==> config.mk <==
export PLATFORM = sky130hd
export DESIGN_NAME = mem_master_flat
export DESIGN_NICKNAME = d
export VERILOG_FILES = /design/src/rtl/mem_master_if.sv /design/src/rtl/mem_master.sv /design/src/flat_wrapper.sv
export SDC_FILE = /design/constraint.sdc
export NUM_CORES = 1
export LEC_CHECK = 0
export CAP_MARGIN = 20
export CORE_MARGIN = 4
export CORE_UTILIZATION = 45
export DETAILED_ROUTE_END_ITERATION = 8
export GPL_TIMING_DRIVEN = 0
export HOLD_SLACK_MARGIN = 0.06
export PLACE_DENSITY = 0.86
export SLEW_MARGIN = 20
export SYNTH_ARGS = -nofsm -noshare
export SYNTH_HDL_FRONTEND = slang
export SYNTH_SLANG_ARGS = --single-unit
==> constraint.sdc <==
create_clock -name clk -period 4 [get_ports clk]
set_clock_uncertainty 0.15 [all_clocks]
set_input_delay 0.4 -clock clk [delete_from_list [all_inputs] [get_ports clk]]
set_output_delay 0.4 -clock clk [all_outputs]
set_load 0.01 [all_outputs]
==> src/rtl/mem_master_if.sv <==
// Request/response and exmemory-side signals of the mem_master bus initiator.
// The master modport is the initiator's view; the slave modport is the CPU/memory side.
interface mem_master_if #(
  parameter int unsigned WIDTH      = 32,
  parameter int unsigned ADDR_WIDTH = 16
);
  logic                  req;
  logic                  req_write;
  logic [1:0]            req_size;
  logic [ADDR_WIDTH-1:0] req_addr;
  logic [WIDTH-1:0]      req_wdata;
  logic                  ready;
  logic                  done;
  logic                  err;
  logic [WIDTH-1:0]      rdata;
  logic                  MemWrite;
  logic [1:0]            MemMode;
  logic [ADDR_WIDTH-1:0] memAddr;
  logic [WIDTH-1:0]      memWriteData;
  logic [WIDTH-1:0]      memReadData;

  modport master (
    input  req, req_write, req_size, req_addr, req_wdata, memReadData,
    output ready, done, err, rdata, MemWrite, MemMode, memAddr, memWriteData
  );

  modport slave (
    output req, req_write, req_size, req_addr, req_wdata, memReadData,
    input  ready, done, err, rdata, MemWrite, MemMode, memAddr, memWriteData
  );
endinterface

==> src/rtl/mem_master.sv <==
// Bus initiator sequencing one load/store at a time onto exmemory, with alignment and
// ROM-write checks and read-modify-write for byte stores to RAM.
module mem_master #(
  parameter int unsigned WIDTH      = 32,
  parameter int unsigned ADDR_WIDTH = 16
) (
  input  logic         clk,
  input  logic         reset,
  mem_master_if.master bus
);
  localparam int unsigned RW = 4;
  localparam logic [RW-1:0] REG_ROM = 4'h0;
  localparam logic [RW-1:0] REG_RAM = 4'h1;
  localparam logic [RW-1:0] REG_IO  = 4'hF;

  typedef enum logic [2:0] {IDLE, RD, RMW_RD, WR, DONE} state_e;

  state_e                state_q, state_d;
  logic [ADDR_WIDTH-1:0] addr_q, addr_d;
  logic [1:0]            size_q, size_d;
  logic                  write_q, write_d;
  logic [WIDTH-1:0]      wdata_q, wdata_d;
  logic                  ready_q, ready_d;
  logic                  done_q, done_d;
  logic                  err_q, err_d;
  logic [WIDTH-1:0]      rdata_q, rdata_d;
  logic                  mem_write_q, mem_write_d;
  logic [1:0]            mem_mode_q, mem_mode_d;
  logic [ADDR_WIDTH-1:0] mem_addr_q, mem_addr_d;
  logic [WIDTH-1:0]      mem_wdata_q, mem_wdata_d;

  logic [RW-1:0]         req_region, addr_region;
  logic                  req_is_word, size_is_word;

  assign req_region   = bus.req_addr[ADDR_WIDTH-1 -: RW];
  assign req_is_word  = (bus.req_size[1] == bus.req_size[0]);

  // Next state, latched request and completion status
  always_comb begin
    state_d = state_q;
    addr_d  = addr_q;
    size_d  = size_q;
    write_d = write_q;
    wdata_d = wdata_q;
    err_d   = err_q;
    rdata_d = rdata_q;
    unique case (state_q)
      IDLE: begin
        if (bus.req) begin
          addr_d  = bus.req_addr;
          size_d  = bus.req_size;
          write_d = bus.req_write;
          wdata_d = bus.req_wdata;
          if (req_is_word && (req_region == REG_ROM || req_region == REG_RAM) &&
              bus.req_addr[1:0] != 2'b00) begin
            state_d = DONE;
            err_d   = 1'b1;
          end else if (bus.req_write && req_region == REG_ROM) begin
            state_d = DONE;
            err_d   = 1'b1;
          end else if (!bus.req_write) begin
            state_d = RD;
          end else if (req_region == REG_RAM && !req_is_word) begin
            state_d = RMW_RD;
          end else begin
            state_d = WR;
          end
        end
      end
      RD: begin
        rdata_d = bus.memReadData;
        err_d   = 1'b0;
        state_d = DONE;
      end
      RMW_RD: begin
        // Merged word replaces wdata so WR can drive it unchanged
        wdata_d = bus.memReadData;
        wdata_d[{addr_q[1:0], 3'b000} +: 8] = wdata_q[7:0];
        state_d = WR;
      end
      WR: begin
        err_d   = 1'b0;
        state_d = DONE;
      end
      DONE: state_d = IDLE;
      default: state_d = IDLE;
    endcase
  end

  assign addr_region  = addr_d[ADDR_WIDTH-1 -: RW];
  assign size_is_word = (size_d[1] == size_d[0]);

  // Outputs registered from the state being entered and the values latched with it
  always_comb begin
    ready_d     = (state_d == IDLE);
    done_d      = (state_d == DONE);
    mem_write_d = 1'b0;
    mem_mode_d  = 2'b00;
    mem_addr_d  = '0;
    mem_wdata_d = '0;
    unique case (state_d)
      RD: begin
        mem_addr_d = addr_d;
        mem_mode_d = size_is_word ? 2'b00 : size_d;
      end
      RMW_RD: mem_addr_d = {addr_d[ADDR_WIDTH-1:2], 2'b00};
      WR: begin
        mem_write_d = 1'b1;
        mem_addr_d  = addr_d;
        mem_wdata_d = (addr_region == REG_IO && !size_is_word) ? WIDTH'(wdata_d[7:0]) : wdata_d;
      end
      default: ;
    endcase
  end

  always_ff @(posedge clk or negedge reset) begin
    if (!reset) begin
      state_q     <= IDLE;
      addr_q      <= '0;
      size_q      <= 2'b00;
      write_q     <= 1'b0;
      wdata_q     <= '0;
      ready_q     <= 1'b1;
      done_q      <= 1'b0;
      err_q       <= 1'b0;
      rdata_q     <= '0;
      mem_write_q <= 1'b0;
      mem_mode_q  <= 2'b00;
      mem_addr_q  <= '0;
      mem_wdata_q <= '0;
    end else begin
      state_q     <= state_d;
      addr_q      <= addr_d;
      size_q      <= size_d;
      write_q     <= write_d;
      wdata_q     <= wdata_d;
      ready_q     <= ready_d;
      done_q      <= done_d;
      err_q       <= err_d;
      rdata_q     <= rdata_d;
      mem_write_q <= mem_write_d;
      mem_mode_q  <= mem_mode_d;
      mem_addr_q  <= mem_addr_d;
      mem_wdata_q <= mem_wdata_d;
    end
  end

  assign bus.ready        = ready_q;
  assign bus.done         = done_q;
  assign bus.err          = err_q;
  assign bus.rdata        = rdata_q;
  assign bus.MemWrite     = mem_write_q;
  assign bus.MemMode      = mem_mode_q;
  assign bus.memAddr      = mem_addr_q;
  assign bus.memWriteData = mem_wdata_q;

endmodule

==> src/flat_wrapper.sv <==
// flat-port wrapper written by rule: the top's interface ports become plain ports
module mem_master_flat 
#(
  parameter int unsigned WIDTH      = 32,
  parameter int unsigned ADDR_WIDTH = 16
)
  (clk, reset, bus_req, bus_req_write, bus_req_size, bus_req_addr, bus_req_wdata, bus_memReadData, bus_ready, bus_done, bus_err, bus_rdata, bus_MemWrite, bus_MemMode, bus_memAddr, bus_memWriteData);
  mem_master_if #(.WIDTH(WIDTH), .ADDR_WIDTH(ADDR_WIDTH)) bus_i ();
  input  logic clk;
  input  logic reset;
  input wire logic [$bits(bus_i.req)-1:0] bus_req;
  input wire logic [$bits(bus_i.req_write)-1:0] bus_req_write;
  input wire logic [$bits(bus_i.req_size)-1:0] bus_req_size;
  input wire logic [$bits(bus_i.req_addr)-1:0] bus_req_addr;
  input wire logic [$bits(bus_i.req_wdata)-1:0] bus_req_wdata;
  input wire logic [$bits(bus_i.memReadData)-1:0] bus_memReadData;
  output wire logic [$bits(bus_i.ready)-1:0] bus_ready;
  output wire logic [$bits(bus_i.done)-1:0] bus_done;
  output wire logic [$bits(bus_i.err)-1:0] bus_err;
  output wire logic [$bits(bus_i.rdata)-1:0] bus_rdata;
  output wire logic [$bits(bus_i.MemWrite)-1:0] bus_MemWrite;
  output wire logic [$bits(bus_i.MemMode)-1:0] bus_MemMode;
  output wire logic [$bits(bus_i.memAddr)-1:0] bus_memAddr;
  output wire logic [$bits(bus_i.memWriteData)-1:0] bus_memWriteData;
  assign bus_i.req = bus_req;
  assign bus_i.req_write = bus_req_write;
  assign bus_i.req_size = bus_req_size;
  assign bus_i.req_addr = bus_req_addr;
  assign bus_i.req_wdata = bus_req_wdata;
  assign bus_i.memReadData = bus_memReadData;
  assign bus_ready = bus_i.ready;
  assign bus_done = bus_i.done;
  assign bus_err = bus_i.err;
  assign bus_rdata = bus_i.rdata;
  assign bus_MemWrite = bus_i.MemWrite;
  assign bus_MemMode = bus_i.MemMode;
  assign bus_memAddr = bus_i.memAddr;
  assign bus_memWriteData = bus_i.memWriteData;
  mem_master #(.WIDTH(WIDTH), .ADDR_WIDTH(ADDR_WIDTH)) u_core (.clk(clk), .reset(reset), .bus(bus_i));
endmodule
==> impl_metrics.tcl, run 1 <==
set metrics [dict create \
    status "finished clean" \
    post_synth_num_cell_types 45 \
    route.detailed.wl_per_inst_um 21.56 \
    power.share.sequential_pct 32.9 \
    netlist_area_um2 6075 \
    clock_latency_ns 0.43 \
    yosys_register_bits 139 \
    root_buffer "sky130_fd_sc_hd__clkbuf_16" \
    synth.net_count 583 \
    power.net_switching_mw 2.575 \
    crit_path_max_fanout 10 \
    path_class "flip-flop to flip-flop" \
    dr.pass1.iters 5 \
    initial_antenna_violation_count 0 \
    grt_pass1_wl_mm 29.24 \
    worst_slack_ns 0.5574 \
    totalPowerFinal_mw 7.241 \
    cts.path.max_buffers 2 \
    p_int_mw 4.666 \
    final_area_um2 8657 \
    synth_cells 490 \
    numClockSinks 139 \
    worst_slew_pin_slew_ns 1.001 \
    crit_path_start "u_core.state_q[0]$_DFF_PN0_" \
    synth_area_leader_cell "sky130_fd_sc_hd__dfrtp_1" \
    hp-class "input pin to asynchronous set/reset pin" \
    syn_avg_cell_area_um2 12.40 \
    worst_ep_required_time_ns 4.14 \
    detailedRoute.firstIterationViolations 468 \
    port_buffers 170 \
    grt_max_degree 89 \
    worst_setup_hold_path_clk_slew_ns 0.06 \
    switching_share_pct 35.56 \
    yosys_warnings 0 \
    post_route_wl_mm 18.76 \
    num_vias 5007 \
    global_route.usage.met2_pct 40.81 \
    first_global_vias 5341 \
    cts_tree "built" \
    maxCapViolations 0 \
    max_freq_ghz 0.2905 \
    final_hold_viol_count 0 \
    num_antenna_cells 0 \
    critical-path-top-delay-family "buffers and inverters" \
    drt-vias-per-instance 5.755 \
    pwr-share-comb_pct 44.7 \
    nFillCells 988 \
    post_cts_resize_count 0 \
    postRouteAntennaNets 0 \
    layout_min_cycle_time_ns 3.443 \
    area_of_placed_instances_um2 8029 \
    chipWidth_um 124.2 \
    post_route_cells_drive_above_1_share_pct 19.74 \
    gr-usage-met1_pct 32.76 \
    fp.coreArea_um2 13240 \
    critical_path.n_buffers_inverters 4 \
    dp_worst_setup_slack_ns 0.5481 \
    number_of_buffers_inserted_during_clock_tree_synthesis 17 \
    place.gp.congestion 0.9110 \
    grt.total_usage_pct 25.70 \
    timing_max_transition_violations_final 0 \
    r2r_start "u_core.state_q[0]$_DFF_PN0_" \
    synth_area_leaders "sky130_fd_sc_hd__dfrtp_1 57%, sky130_fd_sc_hd__mux2_2 8.2%, sky130_fd_sc_hd__o221a_2 4.4%" \
    fraction_of_synthesized_cell_area_taken_by_the_top_area_cell_type_pct 56.85 \
    total_leakage_power_nw 3.627 \
    cts_htree_levels 4 \
    cp.arrival_ns 3.58 \
    slew_headroom_pct 33.08 \
    reg2reg_slack_ns 0.56 \
    post-route-period-util_pct 86.06 \
    final_core_utilization_pct 65.37 \
    start_kind "flip-flop" \
    detailed_place_hpwl_mm 13.69 \
    die_area_um2 15420 \
    critPathCaptureType "flip-flop" \
    ir_worst_vdd_v 0.0004715 \
    largest_stage_delay_on_the_critical_path_ns 0.51 \
    groute.layer.met3.usage_pct 7.720 \
    place.detailed.instances 837 \
    clock_group_share_of_total_power_pct 22.4 \
    grt.busiest_layer "met2" \
    seq_total_area_yosys_pct 57.28 \
    grt_setup_unrepaired "no" \
    rows 42 \
    number_of_ports_placed_on_the_die_boundary 172 \
    starting_density_of_the_core_pct 45.87 \
    critPathSlowestCell "sky130_fd_sc_hd__nor4b_4" \
    global_route.overflow_total 0 \
    syn_to_final_growth_pct 42.51 \
    path_common_cell "sky130_fd_sc_hd__buf_2" \
    final_net_count 774 \
    timing.final.setup_violations 0 \
    detail_route.drc_violations 0 \
    path_cells "nor4b_4 -> buf_6 -> buf_2 -> mux2i_1 -> inv_1 -> ha_1 -> a2111oi_4 -> buf_2 -> nor4b_1" \
    layout.cells.non_filler 870 \
    areal_power_density_over_the_cells_nw_per_um2 836.5 \
    floorplan.die.height_um 124.2 \
]
[timing repair]
item                                   4_1_cts  5_1_grt
endpoints found under the hold margin       51        0
setup buffers                                0        0
hold buffers                                 1        0
[metrics by stage]
step / TNS (ns) / hold slack, ns
after global placement: -378.30 / 0.3312
final: 0 / 0.3419
after detailed placement: 0 / 0.1774
after floorplan: 0 / -0.04559
after global routing: 0 / 0.3583
after CTS: 0 / 0.3216
[worst register-to-register path, cell delays in order, from the launching register on]
cell,delay [ns]
sky130_fd_sc_hd__dfrtp_1,0.44
sky130_fd_sc_hd__nor4b_4,0.51
sky130_fd_sc_hd__buf_6,0.22
sky130_fd_sc_hd__buf_2,0.30
sky130_fd_sc_hd__mux2i_1,0.29
sky130_fd_sc_hd__inv_1,0.09
sky130_fd_sc_hd__ha_1,0.32
sky130_fd_sc_hd__a2111oi_4,0.51
sky130_fd_sc_hd__buf_2,0.35
sky130_fd_sc_hd__nor4b_1,0.13
[layout by cell type (no fill, tap or decap), types with 8 or more instances in the layout]
| cell type | n |
|---|---|
| sky130_fd_sc_hd__a21oi_1 | 36 |
| sky130_fd_sc_hd__buf_2 | 16 |
| sky130_fd_sc_hd__nor3_1 | 35 |
| sky130_fd_sc_hd__a222oi_1 | 8 |
| sky130_fd_sc_hd__clkdlybuf4s50_1 | 169 |
| sky130_fd_sc_hd__o221a_2 | 24 |
| sky130_fd_sc_hd__nor4b_1 | 19 |
| sky130_fd_sc_hd__a221o_1 | 24 |
| sky130_fd_sc_hd__mux2_2 | 44 |
| sky130_fd_sc_hd__nor2_1 | 30 |
| sky130_fd_sc_hd__nand2_1 | 16 |
| sky130_fd_sc_hd__inv_1 | 20 |
| sky130_fd_sc_hd__clkbuf_16 | 17 |
| sky130_fd_sc_hd__clkbuf_1 | 21 |
| sky130_fd_sc_hd__dfrtp_1 | 138 |
[power by group through the flow]
| stage | Combinational, mW | Sequential, mW | Clock [mW] |
|---|---|---|---|
| floorplan | 1.69 | 2.49 | 0 |
| global placement | 3.07 | 2.36 | 0 |
| detailed placement | 3.19 | 2.39 | 0 |
| CTS | 3.23 | 2.37 | 1.64 |
| global route | 3.49 | 2.44 | 1.71 |
| finish | 3.24 | 2.38 | 1.62 |
[final timing paths]
check,endpoint,cells past startpoint
setup / recovery,u_core.bus.memWriteData[26]$_DFF_PN0_,9
hold / removal,u_core.addr_q[9]$_DFF_PN0_,2
setup reg to reg,u_core.bus.memWriteData[26]$_DFF_PN0_,9
hold reg to reg,u_core.bus.rdata[31]$_DFFE_PN0N_,1
max in group asynchronous,u_core.state_q[2]$_DFF_PN0_,3
min in group clk,u_core.bus.rdata[31]$_DFFE_PN0N_,1
[cell type report]
type                       count  area [um2]  area share, %
buffer                        44       219.0          2.529
clock buffer                  17       425.4          4.914
clock inverter                15       192.7          2.226
inverter                      20       75.07         0.8672
multi-input combinational    287        2301          26.58
sequential                   139        3480          40.19
tap                          176       220.2          2.544
timing repair buffer         172        1744          20.15
[registers in the layout (all words and copies together), names as in the netlist]
| name | count |
|---|---|
| u_core.bus.ready | 1 |
| u_core.bus.rdata | 32 |
| u_core.bus.memAddr | 16 |
| u_core.wdata_q | 32 |
| u_core.bus.memWriteData | 32 |
| u_core.addr_q | 16 |
| u_core.bus.err | 1 |
| u_core.bus.MemWrite | 1 |
| u_core.state_q | 3 |
| u_core.size_q | 2 |
| u_core.bus.MemMode | 2 |
| u_core.bus.done | 1 |
[metal layers]
layer | share of wire, % | up-vias
met4 | 3.3 | 0
met1 | 41 | 2521
met3 | 7.3 | 41
met5 | 0 | -
li1 | - | 2225
met2 | 49 | 220
[synth_stat cells]
cell and count:
sky130_fd_sc_hd__dfrtp_1 138, sky130_fd_sc_hd__mux2_2 44, sky130_fd_sc_hd__a21oi_1 36, sky130_fd_sc_hd__nor3_1 35, sky130_fd_sc_hd__nor2_1 30, sky130_fd_sc_hd__a221o_1 24, sky130_fd_sc_hd__o221a_2 24, sky130_fd_sc_hd__clkbuf_1 21
sky130_fd_sc_hd__inv_1 20, sky130_fd_sc_hd__nor4b_1 19, sky130_fd_sc_hd__buf_2 16, sky130_fd_sc_hd__nand2_1 16, sky130_fd_sc_hd__a222oi_1 8, sky130_fd_sc_hd__ha_1 7, sky130_fd_sc_hd__nor4b_2 6, sky130_fd_sc_hd__buf_6 4
sky130_fd_sc_hd__mux2i_1 4, sky130_fd_sc_hd__nand3_1 4, sky130_fd_sc_hd__nor4bb_1 3, sky130_fd_sc_hd__a211oi_1 2, sky130_fd_sc_hd__buf_1 2, sky130_fd_sc_hd__nor3b_1 2, sky130_fd_sc_hd__o21ai_0 2, sky130_fd_sc_hd__or3_1 2
sky130_fd_sc_hd__a2111oi_4 1, sky130_fd_sc_hd__a211o_1 1, sky130_fd_sc_hd__a21boi_0 1, sky130_fd_sc_hd__a32oi_1 1, sky130_fd_sc_hd__and2_1 1, sky130_fd_sc_hd__and4b_1 1, sky130_fd_sc_hd__buf_4 1, sky130_fd_sc_hd__dfstp_2 1
sky130_fd_sc_hd__nand2b_1 1, sky130_fd_sc_hd__nand3_2 1, sky130_fd_sc_hd__nand3b_1 1, sky130_fd_sc_hd__nor2b_1 1, sky130_fd_sc_hd__nor4b_4 1, sky130_fd_sc_hd__o2111a_1 1, sky130_fd_sc_hd__o2111ai_1 1, sky130_fd_sc_hd__o2111ai_2 1
sky130_fd_sc_hd__o2bb2ai_1 1, sky130_fd_sc_hd__or2_2 1, sky130_fd_sc_hd__or3b_2 1, sky130_fd_sc_hd__or4b_2 1, sky130_fd_sc_hd__xor2_1 1
[kinds of logic after synthesis]
logic type	share of synthesized area (%)
flops	57.28
simple gates	12.79
compound gates	14.69
buf+inv	4.841
mux	8.816
fa+ha+maj	1.442
xor+xnor	0.1442
Power figures use the tool's default switching activity.
==> inputs of run 2 (changes only) <==
==> constraint.sdc (replaced) <==
create_clock -name clk -period 3.37 [get_ports clk]
set_clock_uncertainty 0.15 [all_clocks]
set_input_delay 0.337 -clock clk [delete_from_list [all_inputs] [get_ports clk]]
set_output_delay 0.337 -clock clk [all_outputs]
set_load 0.01 [all_outputs]
==> run 2 against run 1 <==
Cell area grew 0.14%. Global-route usage hardly changed. Via count decreased by 0.40%. Largest power group unchanged. Combinational power is 19% higher. Utilization grew 0.094 points. Clock power is 19% higher. Die area unchanged.
==> impl_metrics.tcl, run 2 (synthesized netlist as in run 1, its figures left out) <==
set metrics [dict create \
    status "finished clean" \
    floorplan.die.height_um 124.2 \
    layout_min_cycle_time_ns 3.140 \
    cp.arrival_ns 3.24 \
    slew_headroom_pct 37.07 \
    numClockSinks 139 \
    nFillCells 988 \
    timing.reg2reg.worst_path_depth 9 \
    place.gp.congestion 0.9110 \
    num_vias 4987 \
    totalPowerFinal_mw 8.605 \
    worst_ep_required_time_ns 3.47 \
    maxCapViolations 0 \
    post_route_wl_mm 18.75 \
    port_buffers 170 \
    number_of_buffers_inserted_during_clock_tree_synthesis 17 \
    worst_setup_hold_path_clk_slew_ns 0.06 \
    dr.pass1.iters 7 \
    clock_latency_ns 0.43 \
    reg2reg_slack_ns 0.23 \
    layout.cells.non_filler 871 \
    max_freq_ghz 0.3185 \
    regArea_um2 3480 \
    worst_hold_slack_across_all_endpoints_ns 0.2765 \
    ir_worst_vdd_v 0.0005557 \
    multiInputGateArea_um2 2301 \
    global_route.overflow_total 0 \
    grt_pass1_wl_mm 29.30 \
    layout_commonest_cell "sky130_fd_sc_hd__clkdlybuf4s50_1" \
    place.detailed.instances 837 \
    cts_htree_levels 4 \
    number_of_ports_placed_on_the_die_boundary 172 \
    first_global_vias 5354 \
    r2r_start "u_core.state_q[1]$_DFF_PN0_" \
    cts_tree "built" \
    critical_path.reg2reg.endpoint "u_core.bus.memWriteData[26]$_DFF_PN0_" \
    grt.total_usage_pct 25.75 \
    detailedRoute.firstIterationViolations 410 \
    die_area_um2 15420 \
    crit_path_max_fanout 10 \
    syn_to_final_growth_pct 42.72 \
    final_cell_mix "169 x sky130_fd_sc_hd__clkdlybuf4s50_1, 138 x sky130_fd_sc_hd__dfrtp_1, 44 x sky130_fd_sc_hd__mux2_2, 36 x sky130_fd_sc_hd__a21oi_1, 35 x sky130_fd_sc_hd__nor3_1" \
    num_antenna_cells 0 \
    final_hold_viol_count 0 \
    final_net_count 775 \
    drt-vias-per-instance 5.726 \
    post-route-period-util_pct 93.18 \
    post_route_cells_drive_above_1_share_pct 19.86 \
    initial_antenna_violation_count 0 \
    grt_max_degree 89 \
    rows 42 \
    total_leakage_power_nw 3.630 \
    route.detailed.wl_per_inst_um 21.53 \
    final_area_um2 8670 \
    hp-class "input pin to asynchronous set/reset pin" \
    path_class "flip-flop to flip-flop" \
    cts.path.max_buffers 2 \
    areal_power_density_over_the_cells_nw_per_um2 992.5 \
    chipWidth_um 124.2 \
    area_of_placed_instances_um2 8029 \
    grt_setup_unrepaired "no" \
    timing_max_transition_violations_final 0 \
    detail_route.drc_violations 0 \
    root_buffer "sky130_fd_sc_hd__clkbuf_16" \
    detailed_place_hpwl_mm 13.69 \
    worst_slew_pin_slew_ns 0.9415 \
    postRouteAntennaNets 0 \
    starting_density_of_the_core_pct 45.87 \
    critPathCaptureType "flip-flop" \
    timing.final.setup_violations 0 \
    start_kind "flip-flop" \
    fp.coreArea_um2 13240 \
]
run 2: cell types whose count changed in the layout (fill, tap and decap cells not counted), sizes merged:
cell / change
buf: -1
clkbuf: +2
run 2: worst max-delay path: stages, from the launching register on:
cell and delay [ns]:
sky130_fd_sc_hd__dfrtp_1 0.45, sky130_fd_sc_hd__nor4b_4 0.32, sky130_fd_sc_hd__buf_6 0.20, sky130_fd_sc_hd__buf_2 0.31, sky130_fd_sc_hd__mux2i_1 0.29, sky130_fd_sc_hd__inv_1 0.08, sky130_fd_sc_hd__ha_1 0.33, sky130_fd_sc_hd__a2111oi_4 0.07
sky130_fd_sc_hd__clkbuf_4 0.24, sky130_fd_sc_hd__nor4b_1 0.53
run 2: final cells by class:
cell class,instances,share of cell area (%)
buffer,44,2.583
sequential,139,40.14
clock buffer,17,4.907
multi-input combinational,287,26.54
inverter,20,0.8659
timing repair buffer,173,20.20
tap,176,2.540
clock inverter,15,2.223
run 2: timing repair:
| action | CTS | global route |
|---|---|---|
| pin swaps | 1 | 1 |
| buffers inserted | 1 | 0 |
| endpoints found under the hold margin | 51 | 0 |
| endpoints found under the setup margin | 20 | 18 |
| hold buffers | 1 | 0 |
| gates resized for setup | 0 | 2 |
run 2: worst max path at each step:
stage                     depth (start not counted)  slack, ns                   startpoint                                    end
final                                             9       0.23  u_core.state_q[1]$_DFF_PN0_  u_core.bus.memWriteData[26]$_DFF_PN0_
after global routing                              9       0.04  u_core.state_q[1]$_DFF_PN0_  u_core.bus.memWriteData[26]$_DFF_PN0_
after CTS                                         9       0.15  u_core.state_q[1]$_DFF_PN0_  u_core.bus.memWriteData[26]$_DFF_PN0_
after detailed placement                          9      -0.03  u_core.state_q[0]$_DFF_PN0_  u_core.bus.memWriteData[27]$_DFF_PN0_
after global placement                            1      -3.31                        reset  u_core.bus.memWriteData[23]$_DFF_PN0_
after floorplan                                   9       0.52  u_core.state_q[0]$_DFF_PN0_  u_core.bus.memWriteData[16]$_DFF_PN0_
run 2: report_power, final:
| part | switching [mW] | total [mW] | leakage, nW | internal [mW] |
|---|---|---|---|---|
| Combinational | 1.91 | 3.85 | 1.60 | 1.95 |
| Clock | 0.749 | 1.92 | 0.295 | 1.18 |
| Sequential | 0.407 | 2.83 | 1.73 | 2.42 |
| Total | 3.06 | 8.60 | 3.63 | 5.54 |
run 2: stage by stage:
stage	setup WS (ns)	TNS (ns)	utilization [%]
2_1_floorplan	0.5213	0	-
3_3_place_gp	-3.310	-457.12	60.38
3_5_place_dp	-0.02681	-0.1441	60.63
4_1_cts	0.1455	0	65.43
5_1_grt	0.03543	0	65.47
6_report	0.2299	0	65.47
run 2: per-layer routing:
metal | GRT usage (%) | up-vias | wire [um]
li1 | - | 2221 | -
met1 | 32.82 | 2480 | 7573
met2 | 40.74 | 241 | 9045
met3 | 7.766 | 45 | 1477
met4 | 11.36 | 0 | 654
met5 | 0 | - | 0
==> inputs of run 3 (changes only) <==
--- a/config.mk
+++ b/config.mk
@@ -7,11 +7,12 @@
 export LEC_CHECK = 0
 export CAP_MARGIN = 20
 export CORE_MARGIN = 4
-export CORE_UTILIZATION = 45
+export CORE_UTILIZATION = 40
 export DETAILED_ROUTE_END_ITERATION = 8
 export GPL_TIMING_DRIVEN = 0
 export HOLD_SLACK_MARGIN = 0.06
-export PLACE_DENSITY = 0.86
+export PLACE_DENSITY = 0.79
+export SKIP_CTS_REPAIR_TIMING = 1
 export SLEW_MARGIN = 20
 export SYNTH_ARGS = -nofsm -noshare
 export SYNTH_HDL_FRONTEND = slang
==> constraint.sdc (replaced) <==
create_clock -name clk -period 2.9 [get_ports clk]
set_clock_uncertainty 0.15 [all_clocks]
set_input_delay 0.29 -clock clk [delete_from_list [all_inputs] [get_ports clk]]
set_output_delay 0.29 -clock clk [all_outputs]
set_load 0.01 [all_outputs]
==> run 3 against run 2 <==
Cell count grew 0.80%. Total power grew 12%. Critical endpoint is now u_core.bus.memWriteData[24]$_DFF_PN0_. Cell area shrank 0.71%. Critical path type unchanged. Clock power is essentially flat. Combinational power grew 17%. Via count grew 0.42%. Critical path depth shrank 1.
==> impl_metrics.tcl, run 3 (synthesized netlist as in run 1, its figures left out) <==
set metrics [dict create \
    dr.pass1.iters 5 \
    start_kind "flip-flop" \
    postRouteAntennaNets 0 \
    grt_max_degree 75 \
    cts_tree "built" \
    critPathCaptureType "flip-flop" \
    cts_htree_levels 4 \
    number_of_ports_placed_on_the_die_boundary 172 \
    path_class "flip-flop to flip-flop" \
    p_int_mw 6.243 \
    root_buffer "sky130_fd_sc_hd__clkbuf_16" \
    global_route.overflow_total 0 \
    clock_group_share_of_total_power_pct 19.6 \
    port_buffers 170 \
    pwr-share-comb_pct 46.4 \
    chipWidth_um 131.2 \
    layout.cells.non_filler 878 \
    worst_slew_pin_slew_ns 0.8906 \
    grt_setup_unrepaired "no" \
    dp_worst_setup_slack_ns -0.4448 \
    cts.path.max_buffers 2 \
    first_global_vias 5444 \
    detail_route.drc_violations 0 \
    path_cells "nor4b_4 -> buf_6 -> mux2i_1 -> inv_1 -> ha_1 -> a2111oi_4 -> buf_4 -> nor4b_1" \
    timing.final.setup_violations 0 \
    power.net_switching_mw 3.434 \
    numClockSinks 139 \
    syn_to_final_growth_pct 41.71 \
    areal_power_density_over_the_cells_nw_per_um2 1124 \
    ir_worst_vdd_v 0.0005707 \
    place.detailed.instances 845 \
    worst_hold_slack_across_all_endpoints_ns 0.2663 \
    slew_headroom_pct 40.47 \
    post-route-period-util_pct 98.59 \
    worst_slack_ns 0.04084 \
    detailedRoute.firstIterationViolations 416 \
    power.share.sequential_pct 34.0 \
    worst_setup_hold_path_clk_slew_ns 0.05 \
    num_vias 5008 \
    timing_max_transition_violations_final 0 \
    layout_commonest_cell "sky130_fd_sc_hd__clkdlybuf4s50_1" \
    final_cell_mix "169 x sky130_fd_sc_hd__clkdlybuf4s50_1, 138 x sky130_fd_sc_hd__dfrtp_1, 44 x sky130_fd_sc_hd__mux2_2, 36 x sky130_fd_sc_hd__a21oi_1, 35 x sky130_fd_sc_hd__nor3_1" \
    die_area_um2 17220 \
    route.detailed.wl_per_inst_um 21.40 \
    post_route_wl_mm 18.79 \
    crit_path_max_fanout 19 \
    worst_ep_required_time_ns 3.02 \
    number_of_buffers_inserted_during_clock_tree_synthesis 17 \
    starting_density_of_the_core_pct 41.33 \
    grt_pass1_wl_mm 29.78 \
    detailed_place_hpwl_mm 14.05 \
    clock_latency_ns 0.42 \
    hp-class "input pin to asynchronous set/reset pin" \
    num_antenna_cells 0 \
    r2r_start "u_core.state_q[0]$_DFF_PN0_" \
    post_route_cells_drive_above_1_share_pct 19.45 \
    floorplan.die.height_um 131.2 \
    status "finished clean" \
    largest_stage_delay_on_the_critical_path_ns 0.44 \
    layout_min_cycle_time_ns 2.859 \
    cp.arrival_ns 2.98 \
    fp.coreArea_um2 14700 \
    initial_antenna_violation_count 0 \
    switching_share_pct 35.49 \
    drt-vias-per-instance 5.704 \
    maxCapViolations 0 \
    max_freq_ghz 0.3498 \
    total_leakage_power_nw 3.605 \
    rows 44 \
    place.gp.congestion 0.8333 \
    grt.total_usage_pct 22.09 \
    crit_path_start "u_core.state_q[0]$_DFF_PN0_" \
    final_net_count 777 \
    final_hold_viol_count 0 \
    nFillCells 1141 \
    critPathSlowestCell "sky130_fd_sc_hd__nor4b_4" \
]
[run 3: critical path, delay by kind of cell, from the launching register on]
family          cells  cell delay, ns
simple gates        2            0.84
buf+inv             3            0.59
flops               1            0.42
fa+ha+maj           1            0.35
mux                 1            0.30
compound gates      1            0.06
[run 3: cell type report]
| cell class | instances | area, um2 | share of cell area [%] |
|---|---|---|---|
| sequential | 139 | 3480 | 40.42 |
| multi-input combinational | 287 | 2326 | 27.02 |
| timing repair buffer | 176 | 1774 | 20.61 |
| clock buffer | 26 | 489.2 | 5.683 |
| tap | 184 | 230.2 | 2.674 |
| buffer | 43 | 219.0 | 2.544 |
| inverter | 20 | 75.07 | 0.8721 |
| clock inverter | 3 | 15.01 | 0.1744 |
[run 3: metal layers]
metal  vias up  GRT usage [%]  share of wire (%)
met5         -              0                  0
met4         0          8.751                2.4
met3        40          7.072                7.9
met2       239          36.87                 50
met1      2506          26.78                 40
li1       2223              -                  -
[run 3: path summary, 6_finish.rpt]
kind | to | slack, ns | cells after the start
setup / recovery | u_core.bus.memWriteData[24]$_DFF_PN0_ | 0.04 | 8
hold / removal | u_core.bus.rdata[2]$_DFFE_PN0N_ | 0.27 | 2
setup reg to reg | u_core.bus.memWriteData[24]$_DFF_PN0_ | 0.04 | 8
hold reg to reg | u_core.addr_q[6]$_DFF_PN0_ | 0.35 | 1
max in group asynchronous | u_core.wdata_q[13]$_DFF_PN0_ | 1.61 | 3
min in group clk | u_core.addr_q[6]$_DFF_PN0_ | 0.35 | 1
[run 3: power by group through the flow]
stage	clock, mW	sequential, mW	combinational (mW)
after floorplan	0	3.43	2.33
after global placement	0	3.26	4.24
after detailed placement	0	3.30	4.40
after CTS	1.92	3.28	4.43
after global routing	2.02	3.37	4.81
final	1.90	3.29	4.49
[run 3: stage by stage]
step                TNS [ns]  area (um2)  total power [mW]  utilization (%)
finish                     0        8608             9.677            58.56
global route               0        8608             10.21            58.56
CTS                   -10.46        8543             9.634            58.12
detailed placement    -8.828        8039             7.693            54.69
global placement     -530.16        8006             7.504            54.47
floorplan                  0        6075             5.761                -
==> RTL change, RTL diff (settings of run 1) <==
`wdata_q` no longer has a reset.
--- a/src/rtl/mem_master.sv
+++ b/src/rtl/mem_master.sv
@@ -120,5 +120,4 @@
       size_q      <= 2'b00;
       write_q     <= 1'b0;
-      wdata_q     <= '0;
       ready_q     <= 1'b1;
       done_q      <= 1'b0;
@@ -134,5 +133,4 @@
       size_q      <= size_d;
       write_q     <= write_d;
-      wdata_q     <= wdata_d;
       ready_q     <= ready_d;
       done_q      <= done_d;
@@ -144,4 +142,8 @@
       mem_wdata_q <= mem_wdata_d;
     end
+  end
+
+  always_ff @(posedge clk) begin
+    wdata_q <= wdata_d;
   end
 
Check against the original RTL: same outputs for any inputs over 10 cycles, from zero or initial values and one cycle with reset low; that may be too few to reach the edited logic, so the function may still have changed.
==> RTL change against run 1 <==
Sequential cell count unchanged. First-iteration DRC count down 19%. Non-clock buffer count unchanged. Total power down 0.98%. Final area down 2.1%. Utilization up 1.2 points. Routed wire length down 5.3%. Global-route usage down 1.7 points. Via count down 0.56%. Area after synthesis down 2.6%. Sequential share of layout area down 1.0 points. Setup slack better by 0.065 ns. Synthesized cell count unchanged. Critical path type unchanged. Critical endpoint unchanged. Highest routed layer unchanged.
==> RTL change: results (changes against run 1) <==
Status
  • Run status: finished clean

Logic synthesis
  • Yosys cell types: 46 (+2.2%)
  • Yosys Warn Count: 0 (unchanged)
  • Share of synthesized registers carrying an async set or reset: 0.770 (-0.230)
  • Post-Synth Adder-Cell Area: 0.0148 (+0.000390)
  • Post-synthesis xor/xnor area fraction: 0.00148 (+0.0000390)
  • Compound-Gate Fraction of Synth Area: 0.151 (+0.00398)
  • Post-synth top cells: dfrtp_1, mux2_2, a21oi_1
  • Sequential share of the synthesized area: 0.561 (-0.0116)
  • Area contributors post-synth: dfrtp_1, dfxtp_1, mux2_2
  • Mux cell area share after synthesis: 0.0905 (+0.00239)

Cells and area
  • Filler cells: 972 (-1.6%)
  • Antenna fix cells: 0 (unchanged)
  • Share of layout cells above drive strength 1: 0.196 (-0.00144)
  • Nets@finish: 774 (unchanged)

GRT
  • First-pass GRT wire length: 27,300 um (-6.7%)
  • Met2 Use GR: 0.383 (-0.0247)
  • Vias in the first global route: 5,106 (-4.4%)
  • Global Route Usage Sum: 0.240 (-0.0172)
  • Met3 GRT Util: 0.0719 (-0.00531)
  • Largest net degree at the start of global routing: 67 (-25%)
  • Met1 Track Usage GR: 0.307 (-0.0209)

Placement
  • Placer Congestion: 0.942 (+3.3%)
  • DPL Wire Length: 13,000 um (-5.0%)

Routing
  • DRT iter0 DRCs: 378 (-19%)
  • Drt via density: 5.75 (about the same)
  • Final wirelength: 17,800 um (-5.3%)

Worst setup path
  • Critical Path AT: 3.51 ns (-0.07 ns)

Clock tree
  • Clock Path Buffers: 2 (unchanged)
  • CTS Buf Count: 17 (unchanged)

Power and ir drop
  • Sw frac: 0.347 (-0.00907)
  • Clock Power Share: 0.222 (-0.002)
  • Lkg Pwr: 3.51 nW (-3.1%)
  • VDD IR-drop max: 0.000485 V (+2.8%)

Timing
  • Headroom to the max-slew limit: 0.427 (+0.0966)
==> RTL change: per-layer routing <==
| metal | part of all wire | routed length [um] | vias up |
|---|---|---|---|
| met5 | 0 | 0 | - |
| met4 | 0.029 | 510 | 0 |
| met3 | 0.083 | 1470 | 46 |
| met2 | 0.49 | 8640 | 251 |
| met1 | 0.40 | 7140 | 2461 |
| li1 | - | - | 2221 |
==> RTL change: per-stage QoR <==
step	hold slack [ns]	total power, mW	instance area [um2]	std cells	setup WS, ns
4_1_cts	0.324	7.15	8470	866	0.659
3_3_place_gp	0.330	5.39	7830	832	-1.30
3_5_place_dp	0.188	5.51	7860	833	0.640
6_report	0.315	7.17	8470	866	0.622
5_1_grt	0.350	7.54	8470	866	0.397
2_1_floorplan	-0.0456	4.17	5910	490	1.11
==> RTL change: cell type report <==
class	instances	area, um2	area share
Sequential cell	139	3320	0.392
Buffer	44	219	0.0258
Clock buffer	20	457	0.0539
Clock inverter	12	146	0.0173
Multi-Input combinational cell	287	2300	0.272
Timing Repair Buffer	172	1740	0.205
Tap cell	172	215	0.0254
Inverter	20	75.1	0.00886
==> RTL change: worst paths after layout <==
check | start | endpoint | slack, ns | cells past startpoint
min in group clk | u_core.bus.rdata[31]$_DFFE_PN0N_ | u_core.bus.rdata[31]$_DFFE_PN0N_ | 0.36 | 1
worst max-delay path | u_core.state_q[1]$_DFF_PN0_ | u_core.bus.memWriteData[26]$_DFF_PN0_ | 0.62 | 9
max in group asynchronous | reset | u_core.bus.ready$_DFF_PN1_ | 2.70 | 3
worst max register to register | u_core.state_q[1]$_DFF_PN0_ | u_core.bus.memWriteData[26]$_DFF_PN0_ | 0.62 | 9
worst min register to register | u_core.bus.rdata[31]$_DFFE_PN0N_ | u_core.bus.rdata[31]$_DFFE_PN0N_ | 0.36 | 1
worst min-delay path | reset | u_core.bus.rdata[6]$_DFFE_PN0N_ | 0.32 | 2
==> RTL change: critical path: stages (launching register included) <==
cell and delay (ns):
dfrtp_1 0.47, nor4b_4 0.47, buf_6 0.22, buf_2 0.28, mux2i_1 0.28, inv_1 0.09
ha_1 0.32, a2111oi_4 0.51, buf_2 0.33, nor4b_1 0.13
==> RTL change: what timing repair did <==
| item | CTS | global route |
|---|---|---|
| hold endpoints to repair | 41 | 0 |
| hold buffers | 1 | 0 |
| resized for setup | 0 | 0 |
==> RTL change: power groups by stage <==
stage	registers, mW	clock network, mW	logic, mW
2_1_floorplan	2.49	0	1.68
6_report	2.38	1.59	3.20
3_3_place_gp	2.36	0	3.03
3_5_place_dp	2.39	0	3.13
5_1_grt	2.45	1.67	3.42
4_1_cts	2.38	1.60	3.18
